==> src/rtl/tline_pkg.sv <==
// Shared types and Q1.15 helpers for the transmission-line far-end model.
// Saturation is width-generic so one helper serves every sample width.
package tline_pkg;

   typedef enum logic {
      FILL = 1'b0,
      RUN  = 1'b1
   } state_t;

   localparam int Q15_ONE = 32768;
   localparam int Q15_RND = 16384;

   // Clamp x to the signed range of a w-bit word; caller truncates to w bits.
   function automatic logic signed [63:0] sat_w(input logic signed [63:0] x, input int w);
      logic signed [63:0] hi;
      logic signed [63:0] lo;
      hi = (64'sd1 <<< (w - 1)) - 64'sd1;
      lo = -(64'sd1 <<< (w - 1));
      if (x > hi) begin
         return hi;
      end
      if (x < lo) begin
         return lo;
      end
      return x;
   endfunction

endpackage

==> src/rtl/tline_delay_ram.sv <==
// Circular sample buffer: combinational read, write on the clock edge, so a
// read and a write in the same beat see the old contents. No reset on storage.
module tline_delay_ram #(
   parameter int W     = 16,
   parameter int DEPTH = 16,
   localparam int AW   = $clog2(DEPTH)
) (
   input  logic          clk,
   input  logic          we,
   input  logic [AW-1:0] waddr,
   input  logic [W-1:0]  wdata,
   input  logic [AW-1:0] raddr,
   output logic [W-1:0]  rdata
);

   logic [W-1:0] mem [DEPTH];

   always_ff @(posedge clk) begin
      if (we) begin
         mem[waddr] <= wdata;
      end
   end

   assign rdata = mem[raddr];

endmodule

==> src/rtl/tline_far_end.sv <==
// Load end of a lossy line: DELAY-sample delay, Q1.15 attenuation, split into reflected wave and load voltage.
// One output beat per accepted sample, latency 1; in_ready drops only while a held output beat is not drained.
module tline_far_end
   import tline_pkg::*;
#(
   parameter int W     = 16,
   parameter int DELAY = 8,
   parameter int DEPTH = 16,
   parameter int ALPHA = 32767,
   parameter int GAMMA = 0
) (
   input  logic         clk,
   input  logic         rst,
   input  logic         in_valid,
   output logic         in_ready,
   input  logic [W-1:0] in_data,
   output logic         out_valid,
   input  logic         out_ready,
   output logic [W-1:0] out_refl,
   output logic [W-1:0] out_load,
   output logic         filled
);

   localparam int AW = $clog2(DEPTH);
   localparam int PW = W + 17;
   localparam logic signed [PW-1:0] ALPHA_Q = PW'(ALPHA);
   localparam logic signed [PW-1:0] GAMMA_Q = PW'(GAMMA);
   localparam logic signed [PW-1:0] RND_Q   = PW'(Q15_RND);

   if (DELAY < 1 || DELAY >= DEPTH) begin : g_bad_delay
      $error("tline_far_end: DELAY must satisfy 1 <= DELAY < DEPTH");
   end

   state_t               state;
   state_t               state_nxt;
   logic [AW-1:0]        wr_ptr;
   logic [AW-1:0]        rd_ptr;
   logic [AW-1:0]        fill_cnt;
   logic                 accept;
   logic [W-1:0]         ram_q;
   logic signed [W-1:0]  delayed;
   logic signed [W-1:0]  att;
   logic signed [W-1:0]  refl;
   logic signed [W-1:0]  load;
   logic signed [PW-1:0] att_p;
   logic signed [PW-1:0] refl_p;

   assign in_ready = !rst && (!out_valid || out_ready);
   assign accept   = in_valid && in_ready;
   assign rd_ptr   = wr_ptr - AW'(DELAY);
   assign filled   = (state == RUN);

   tline_delay_ram #(.W(W), .DEPTH(DEPTH)) u_ram (
      .clk   (clk),
      .we    (accept),
      .waddr (wr_ptr),
      .wdata (in_data),
      .raddr (rd_ptr),
      .rdata (ram_q)
   );

   always_ff @(posedge clk) begin
      if (rst) begin
         state <= FILL;
      end else begin
         state <= state_nxt;
      end
   end

   // Until DELAY samples are in, buffer slots are stale: the line is at rest.
   always_comb begin
      state_nxt = state;
      delayed   = '0;
      case (state)
         FILL: if (accept && fill_cnt == AW'(DELAY - 1)) state_nxt = RUN;
         RUN:  delayed = ram_q;
         default: state_nxt = FILL;
      endcase
   end

   always_comb begin
      att_p  = PW'(delayed) * ALPHA_Q;
      att    = W'(sat_w(64'((att_p + RND_Q) >>> 15), W));
      refl_p = PW'(att) * GAMMA_Q;
      refl   = W'(sat_w(64'((refl_p + RND_Q) >>> 15), W));
      load   = W'(sat_w(64'(att) + 64'(refl), W));
   end

   always_ff @(posedge clk) begin
      if (rst) begin
         wr_ptr    <= '0;
         fill_cnt  <= '0;
         out_valid <= 1'b0;
         out_refl  <= '0;
         out_load  <= '0;
      end else if (accept) begin
         wr_ptr    <= wr_ptr + AW'(1);
         if (fill_cnt != AW'(DELAY)) begin
            fill_cnt <= fill_cnt + AW'(1);
         end
         out_valid <= 1'b1;
         out_refl  <= refl;
         out_load  <= load;
      end else if (out_ready) begin
         out_valid <= 1'b0;
      end
   end

endmodule
==> config.mk <==
export PLATFORM = sky130hd
export DESIGN_NAME = tline_far_end
export DESIGN_NICKNAME = d
export VERILOG_FILES = /design/src/rtl/tline_pkg.sv /design/src/rtl/tline_delay_ram.sv /design/src/rtl/tline_far_end.sv
export SDC_FILE = /design/constraint.sdc
export NUM_CORES = 1
export LEC_CHECK = 0
export BUFFER_PORTS_ARGS = -buffer_cell sky130_fd_sc_hd__buf_2
export CAP_MARGIN = 20
export CORE_MARGIN = 2
export CORE_UTILIZATION = 55
export CTS_CLUSTER_DIAMETER = 100
export DETAILED_ROUTE_END_ITERATION = 10
export PLACE_DENSITY = 0.8
export SKIP_CTS_REPAIR_TIMING = 1
export SLEW_MARGIN = 20
export SYNTH_ARGS = -nofsm -noshare
export SYNTH_HDL_FRONTEND = slang
export SYNTH_SLANG_ARGS = --single-unit
==> constraint.sdc <==
create_clock -name clk -period 8.9 [get_ports clk]
set_clock_uncertainty 0.1 [all_clocks]
set_input_delay 1.335 -clock clk [delete_from_list [all_inputs] [get_ports clk]]
set_output_delay 1.335 -clock clk [all_outputs]
set_load 0.05 [all_outputs]
==> out/qor.yml <==
outcome: "complete, no violations"
final_common_cell: "edfxtp_1"
wl_met2_um: 18700
grt_max_degree: 32
post-route-period-util: 0.947
core_sq_um: 31400
num_vias: 9790
grt_pass1_wl_um: 58300
hold_viol: 0
ant_nets: 0
drive_gt1_frac: 0.184
clk_pin_slew_worst_paths_ps: 70
synth-edff-count: 256
synthesis.area_sq_um: 17400
ys_warn_count: 0
antenna_found_initial: 0
p_leak_nw: 8.14
drc: 0
startpoint_type: "flop"
vdd_ir_drop_max_mv: 0.207
io_buffers: 38
die_area_sq_um: 33100
viasPerCell: 5.68
cts_tree: "done"
overflow: 0
r2r_slack_ps: 470
holdCritPathClass: "flop to flop"
drt-wirelength-per-cell_um: 21.2
setup_tns_ps: 0
setup_viol: 0
cts-buffers-inserted: 29
numClockSinks: 282
crit_path_end_kind: "flop"
cap_viol_max_count: 0
ys_ff_latch: 282
start_util: 0.555
max_freq_mhz: 119
rsz0062_at_grt: "false"
required_ps: 9270
async_flop_share: 0
ctsHtreeMaxLevel: 1
wl_met3_um: 1840
instances_no_fill: 1724
synth_cell_types: 55
globalplace.congestion: 0.909
placed_cell_area_sq_um: 18200
fin_hold_ws_ps: 371
diodes: 0
clk_latency_ps: 570
die_y_um: 182
setup.worst_path.class: "flop to flop"
grt_util_all_layers: 0.230
crit_fanout: 23
slew_headroom: 0.339
regArea_sq_um: 8210
synth_cells: 1235
cp.arrival_ps: 8800
cts_root_buffer: "clkbuf_16"
multi_input_area_sq_um: 8150
n_fill_cell: 2292
layout.nets: 1573
syn_to_final_growth_pct: 10.5
drt_first_pass_iters: 5
tightest_slew_ps: 992
wl_met1_um: 15100
top_layer: "met4"
synthFlopType: "edfxtp_1"
final_cell_mix: "edfxtp_1 (256), inv_1 (233), fa_1 (148), ha_1 (104), mux4_2 (71)"
synth_area_per_cell_sq_um: 14.1
cts_buffer_depth: 3
total_power_w: 0.00293
drv_slew: 0
dp_hpwl_um: 25700
period_minus_slack_ps: 8430
rows: 65
die_x_um: 182
grt_pass1_vias: 10400
design_area_sq_um: 19300
seq_area_frac_synth: 0.471
place_inst: 1671
pin_count: 55
drtIter0Drc: 681
wl_um: 36600
power_density_nw_per_um2: 152
cell usage after synthesis, types with 3 or more instances:
cell type | instances | area share
edfxtp_1 | 256 | 0.44
inv_1 | 233 | 0.050
fa_1 | 148 | 0.17
ha_1 | 104 | 0.075
mux4_2 | 71 | 0.092
nand2_1 | 69 | 0.015
nor2_1 | 34 | 0.0073
a21oi_1 | 33 | 0.0095
dfxtp_1 | 26 | 0.030
clkbuf_1 | 22 | 0.0047
xnor2_1 | 22 | 0.011
buf_4 | 16 | 0.0069
xor2_1 | 16 | 0.0080
o211ai_1 | 15 | 0.0065
mux2i_1 | 13 | 0.0075
nand3_1 | 13 | 0.0037
nand4_1 | 13 | 0.0047
o21ai_0 | 12 | 0.0034
mux2_2 | 10 | 0.0065
o211ai_2 | 10 | 0.0072
and2_1 | 8 | 0.0029
buf_1 | 8 | 0.0017
buf_2 | 8 | 0.0023
a21o_1 | 7 | 0.0030
nor3_1 | 7 | 0.0020
buf_6 | 5 | 0.0032
nand2b_1 | 5 | 0.0018
o21ai_1 | 5 | 0.0014
a211oi_1 | 4 | 0.0017
and3_1 | 4 | 0.0014
o211a_1 | 4 | 0.0023
a22oi_1 | 3 | 0.0013
worst paths after layout:
path	from	to	cells after the start
min	out_load[5]	out_load[5]	2
max reg2reg	wr_ptr[1]	out_load[1]	25
min reg2reg	out_load[5]	out_load[5]	2
max	wr_ptr[1]	out_load[1]	25
metal layers:
metal  GRT usage  vias up
met5           0        -
met4      0.0658        0
met3      0.0267       77
met2       0.403      348
met1       0.308     4974
li1            -     4391
logic make-up after synthesis:
group / share of synthesized area
and+or+nand+nor: 0.0423
AOI/OAI and AO/OA: 0.0464
xor gates and xnor gates: 0.0200
other: 0.000431
DFF: 0.471
buffers and inverters: 0.0699
adders and majority gates: 0.245
muxes: 0.106
state kept, by name, summed over array words and instances (netlist names):
name	count
out_valid	1
fill_cnt	4
wr_ptr	4
out_load	16
filled	1
u_ram.mem	256
stage by stage:
step | worst slack (ps) | utilization
CTS | 206 | 0.613
floorplan | 693 | -
global placement | 454 | 0.580
detailed placement | 239 | 0.581
finish | 471 | 0.614
global route | 37.2 | 0.614
worst max-delay path, stage by stage, from the launching register on:
cell and delay [ps]:
dfxtp_2 740, buf_4 410, buf_4 220, mux4_2 310
mux2i_1 150, nand2_1 120, o211ai_1 320, fa_1 680
fa_1 560, fa_1 510, inv_1 50, fa_1 460
fa_1 550, inv_1 60, fa_1 530, inv_1 40
ha_1 330, a21oi_1 220, o21ai_1 100, a2111oi_2 450
nor2b_1 210, a21o_1 250, a211oi_2 400, a22oi_4 150
buf_12 180, o211ai_1 180
area by class of cell:
cell class / instances / share of cell area
clock inverters: 22 / 0.0151
repair buffers: 78 / 0.0267
flip-flops and latches: 282 / 0.426
clock buffers: 30 / 0.0378
inverters: 233 / 0.0454
multi-input cells: 677 / 0.423
well taps: 402 / 0.0261
report_power, final:
group / switching, W / internal (W)
combinational: 0.000108 / 0.0000734
sequential: 0.0000121 / 0.00146
clock: 0.000507 / 0.000774
No activity file was read; power rests on OpenSTA's default activity.
